### config.mk
export PLATFORM = sky130hd
export DESIGN_NAME = sample_buffer_reader
export DESIGN_NICKNAME = d
export VERILOG_FILES = /design/src/rtl/sample_buffer_reader_pkg.sv /design/src/rtl/sample_buffer_reader_tap_shift_register.sv /design/src/rtl/sample_buffer_reader.sv
export SDC_FILE = /design/constraint.sdc
export NUM_CORES = 1
export LEC_CHECK = 0
export CAP_MARGIN = 20
export CORE_ASPECT_RATIO = 0.8
export CORE_MARGIN = 2
export CORE_UTILIZATION = 49
export CTS_CLUSTER_SIZE = 14
export DETAILED_ROUTE_END_ITERATION = 16
export GPL_ROUTABILITY_DRIVEN = 0
export PLACE_DENSITY = 0.9
export SYNTH_ARGS = -nofsm -noshare
export SYNTH_HDL_FRONTEND = slang
export SYNTH_SLANG_ARGS = --single-unit
### constraint.sdc
create_clock -name clk -period 4 [get_ports clk]
set_clock_uncertainty 0.05 [all_clocks]
set_input_delay 0.8 -clock clk [delete_from_list [all_inputs] [get_ports clk]]
set_output_delay 0.8 -clock clk [all_outputs]
set_load 0.005 [all_outputs]
### src/rtl/sample_buffer_reader_pkg.sv
// Shared constants and FSM encoding for the interpolation sample buffer path.
package sample_buffer_reader_pkg;

  localparam int unsigned DATA_W = 11;
  localparam int unsigned DEPTH  = 16;
  localparam int unsigned ADDR_W = 4;
  localparam int unsigned TAPS   = 8;

  // Cycle counter must reach TAPS+2 during a full fill.
  localparam int unsigned CNT_W     = $clog2(TAPS + 3);
  localparam int unsigned FILL_DONE = TAPS + 2;
  localparam int unsigned STEP_DONE = 3;

  typedef enum logic [1:0] {
    IDLE = 2'd0,
    FILL = 2'd1,
    STEP = 2'd2,
    HOLD = 2'd3
  } state_e;

endpackage

### src/rtl/sample_buffer_reader_tap_shift_register.sv
// Tap window shift register: new samples enter the top tap, older ones move toward tap 0.
module tap_shift_register
  import sample_buffer_reader_pkg::*;
#(
  parameter int unsigned W = DATA_W,
  parameter int unsigned N = TAPS
) (
  input  logic                clk,
  input  logic                rst,
  input  logic                shift_en,
  input  logic signed [W-1:0] din,
  output logic [N*W-1:0]      taps_out
);

  always_ff @(posedge clk or posedge rst) begin
    if (rst) begin
      taps_out <= '0;
    end else if (shift_en) begin
      taps_out <= {din, taps_out[N*W-1:W]};
    end
  end

endmodule

### src/rtl/sample_buffer_reader.sv
// Read side of the interpolation sample buffer: fetches a TAPS-sample window
// from the circular RAM and slides it by one sample per advance request.
module sample_buffer_reader
  import sample_buffer_reader_pkg::*;
(
  input  logic                     clk,
  input  logic                     rst,
  input  logic                     start,
  input  logic [ADDR_W-1:0]        base_addr,
  input  logic                     advance,
  output logic                     rd_en,
  output logic [ADDR_W-1:0]        rd_addr,
  input  logic signed [DATA_W-1:0] rd_data,
  output logic [TAPS*DATA_W-1:0]   taps_out,
  output logic                     valid,
  output logic                     busy
);

  state_e              state_q, state_n;
  logic [CNT_W-1:0]    cnt_q, cnt_n;
  logic [ADDR_W-1:0]   ptr_q, ptr_n;
  logic [ADDR_W-1:0]   rd_addr_n;
  logic                rd_en_n, valid_n, busy_n;
  logic                rd_en_d;

  // Registered state, outputs and read-data-valid tracker.
  always_ff @(posedge clk or posedge rst) begin
    if (rst) begin
      state_q <= IDLE;
      cnt_q   <= '0;
      ptr_q   <= '0;
      rd_en   <= 1'b0;
      rd_addr <= '0;
      valid   <= 1'b0;
      busy    <= 1'b0;
      rd_en_d <= 1'b0;
    end else begin
      state_q <= state_n;
      cnt_q   <= cnt_n;
      ptr_q   <= ptr_n;
      rd_en   <= rd_en_n;
      rd_addr <= rd_addr_n;
      valid   <= valid_n;
      busy    <= busy_n;
      rd_en_d <= rd_en;
    end
  end

  // Next-state and next-output logic; cnt_q counts cycles spent in FILL/STEP.
  always_comb begin
    state_n   = state_q;
    cnt_n     = cnt_q;
    ptr_n     = ptr_q;
    rd_en_n   = 1'b0;
    rd_addr_n = rd_addr;
    valid_n   = valid;

    case (state_q)
      IDLE: begin
        if (start) begin
          state_n   = FILL;
          cnt_n     = CNT_W'(1);
          ptr_n     = base_addr;
          rd_en_n   = 1'b1;
          rd_addr_n = base_addr;
          valid_n   = 1'b0;
        end
      end
      FILL: begin
        cnt_n = cnt_q + CNT_W'(1);
        if (cnt_q < CNT_W'(TAPS)) begin
          rd_en_n   = 1'b1;
          rd_addr_n = rd_addr + ADDR_W'(1);
        end
        if (cnt_q == CNT_W'(FILL_DONE)) begin
          state_n = HOLD;
          cnt_n   = '0;
          valid_n = 1'b1;
        end
      end
      STEP: begin
        cnt_n = cnt_q + CNT_W'(1);
        if (cnt_q == CNT_W'(STEP_DONE)) begin
          state_n = HOLD;
          cnt_n   = '0;
          ptr_n   = ptr_q + ADDR_W'(1);
          valid_n = 1'b1;
        end
      end
      HOLD: begin
        // START takes priority over ADVANCE.
        if (start) begin
          state_n   = FILL;
          cnt_n     = CNT_W'(1);
          ptr_n     = base_addr;
          rd_en_n   = 1'b1;
          rd_addr_n = base_addr;
          valid_n   = 1'b0;
        end else if (advance) begin
          state_n   = STEP;
          cnt_n     = CNT_W'(1);
          rd_en_n   = 1'b1;
          rd_addr_n = ptr_q + ADDR_W'(TAPS);
          valid_n   = 1'b0;
        end
      end
      default: begin
        state_n = IDLE;
        cnt_n   = '0;
        valid_n = 1'b0;
      end
    endcase

    busy_n = (state_n == FILL) || (state_n == STEP);
  end

  tap_shift_register #(
    .W (DATA_W),
    .N (TAPS)
  ) u_taps (
    .clk      (clk),
    .rst      (rst),
    .shift_en (rd_en_d),
    .din      (rd_data),
    .taps_out (taps_out)
  );

endmodule
==> summary.md <==
| Metric | Value |
|---|---|
| Yosys warns | 0 |
| Layout Nets | ~450 |
| Number of I/O port buffers | around 110 |
| Crit path kind | input port to register |
| Ys async rst share | 100% |
| First-pass GRT wire length | 15.4 mm |
| Syn nets | 339 |
| FF-to-FF Start | state_q[1] |
| Overall Power | ~0.0056 W |
| Seq/Total Area, Yosys | between 50% and 60% |
| Outcome | finished clean |
| Post-synth EDFFs | 0 |
| WHS | about 360 ps |
| Clock Tree Buf Depth | 2 |
| FMAX | approximately 450 MHz |
| Drt total wl | 9.58 mm |
| Routed wire length per instance | about 18 µm |
| Pwr Density | ~930 mW/mm² |
| RSZ-0062 raised after global routing | false |
| Initial Util | about half |
| Core ar. | about 0.009 mm² |
| Critical R2R Capture | cnt_q[1] |
| Nature of the critical path startpoint | input port |
| Overall Global Routing Usage | 19.9% |
| First-pass iteration count of the detailed router | 4 |
| Total number of vias | 2,953 |
| IO Count | 114 |
| Hold Path Class | register to register |
| Worst Reg-to-Reg Cells | 6 |
| Setup tns final | 0 ps |
| Commonest non-fill, non-tap cell in the layout | clkdlybuf4s50_1 |
| Period utilisation layout | 55.4% |
| Worst-path clk slew | approximately 70 ps |
| Hold path start | rd_en |
| Inst Count DP | between 500 and 600 |
| Leakage | around 2.5 nW |
| Max Fanout on Critical Path | 11 |
| H-tree levels | 3 |
| Resize count post-CTS | 0 |
| DIE AREA | between 0.009 and 0.01 mm² |
| Peak VDD IR | 0.447 mV |
| Clk sinks | between 100 and 150 |
| Post-Syn Instances | slightly above 300 |
| Post-Syn Area | 0.00445 mm² |
| GRT overflow | 0 |
| Post-CTS Setup Bufs | 0 |
| Synth Flop Type | dfrtp_1 |
| Area growth, synth to finish | 34.8% |
| Hold path depth | 0 |
| Die height | around 89 µm |
| Worst R2R Setup Slack | between 1500 and 2000 ps |
| Max-slew violations | 0 |
| Filler instances | 660 |
| Netlist cell types | 40 |
| CTS tree | done |
| Post-DP HPWL | between 6 and 7 mm |
| Commonest non-fill, non-tap cells in the layout | clkdlybuf4s50_1, dfrtp_1, mux2_2 |
| Vias in the first global route | slightly below 3,000 |
| CP required | between 4000 and 5000 ps |
| Mean area per synthesized cell | about 14 µm² |
| Count of final setup violators | 0 |
| Initial antenna violation count | 0 |
| DRC | 0 |
| Vias per cell | about 5.4 |
| CTS buffer count | 9 |
| Final worst path period need | ~2200 ps |
| WHS Endpoint | rd_en_d |
| #FFs+latches synth | between 100 and 150 |
| Ant. Diodes | 0 |
| Die width | roughly 110 µm |
| Clock root cell | clkbuf_16 |
| Max cap viols | 0 |
| CP Capture Type | register |
| Cts hold-fix bufs | 0 |
| Iteration-0 DRC Markers | 120 |
| Worst Path Arrival | ~2400 ps |
| Slew @ Worst Pin | about 1100 ps |
| Share of cells above drive strength 1 | 27.5% |
| Max-slew headroom | between 20 and 30% |
| Largest net degree at the start of global routing | around 90 |
| Fin. Hold Viols | 0 |
| Fin cells | about 540 |
| Row cnt | 31 |
| Clk_lat worst skew | about 340 ps |
| DRT antenna net count | 0 |
| CP Launch Point | start |
-- flip-flops by register name, summed over array words and instances (netlist names) --
| name | count |
|---|---|
| busy | 1 |
| cnt_q | 4 |
| ptr_q | 4 |
| rd_addr | 4 |
| rd_en | 1 |
| rd_en_d | 1 |
| state_q | 2 |
| u_taps.taps_out | 88 |
| valid | 1 |
-- critical path, stage by stage --
cell             delay [ps]
clkdlybuf4s50_1         750
mux2_2                  400
a221oi_1                320
o2bb2ai_1               120
-- cells in the mapped netlist (2+ instances only) --
| cell | instances | share of area, % |
|---|---|---|
| mux2_2 | 91 | 23 |
| o21ai_0 | 7 | 0.79 |
| a21oi_1 | 10 | 1.1 |
| nand2b_1 | 4 | 0.56 |
| ha_1 | 9 | 2.5 |
| nor3b_1 | 3 | 0.51 |
| a31oi_1 | 4 | 0.56 |
| nor2_1 | 10 | 0.84 |
| nor4b_1 | 2 | 0.39 |
| buf_2 | 13 | 1.5 |
| mux2i_1 | 3 | 0.67 |
| nand3_1 | 6 | 0.67 |
| a221oi_1 | 3 | 0.59 |
| nand2_1 | 5 | 0.42 |
| a211oi_1 | 3 | 0.51 |
| dfrtp_1 | 106 | 60 |
| o2bb2ai_1 | 2 | 0.39 |
| inv_1 | 8 | 0.67 |
-- through the flow --
stage | util [%] | setup slack [ps] | cell area (µm²)
final | 67.3 | 1780 | 6000
after global routing | 67.3 | 1770 | 6000
after CTS | 67.0 | 1810 | 5980
after detailed placement | 63.6 | 1440 | 5670
after global placement | 63.6 | 1560 | 5670
after floorplan | - | 361 | 4450
-- cell type report --
cell class | count | area, µm² | area share (%)
Clock inverter | 7 | 83.8 | 1.40
Sequential cell | 106 | 2660 | 44.3
Tap cell | 115 | 144 | 2.40
Inverter | 8 | 32.5 | 0.542
Clock buffer | 9 | 225 | 3.75
Multi-Input combinational cell | 183 | 1690 | 28.2
Timing Repair Buffer | 116 | 1170 | 19.4
-- kinds of logic (layout without fill, tap and decap cells) --
logic type               count (synthesis)  after routing  share of synthesized area [%]
flip-flops                             106            106                           59.6
multiplexers                            94             94                           23.7
AO/OA/AOI/OAI                           43             43                           6.97
AND/OR/NAND/NOR                         36             36                           4.61
buffers and inverters                   22            140                           2.39
adder cells (fa/ha/maj)                  9              9                           2.53
XOR/XNOR                                 1              1                          0.197
-- power by group --
part	internal [W]	switching, W
Clock	0.000498	0.000403
Combinational	0.00166	0.000770
Sequential	0.00164	0.000608
Total	0.00379	0.00178
-- routing by layer --
layer	part of all wire (%)	up-vias	GRT usage, %
met3	5.2	15	5.02
met5	0	-	0
met4	1.5	0	5.91
met2	49	97	33.9
li1	-	1361	-
met1	44	1480	25.8
-- worst max path at each step --
| stage | endpoint | slack [ps] |
|---|---|---|
| detailed placement | rd_addr[2] | 1440 |
| CTS | rd_addr[2] | 1810 |
| global route | rd_addr[0] | 1770 |
| floorplan | busy | 360 |
| finish | rd_addr[2] | 1780 |
| global placement | rd_addr[0] | 1560 |
No activity file was read; power rests on OpenSTA's default activity.
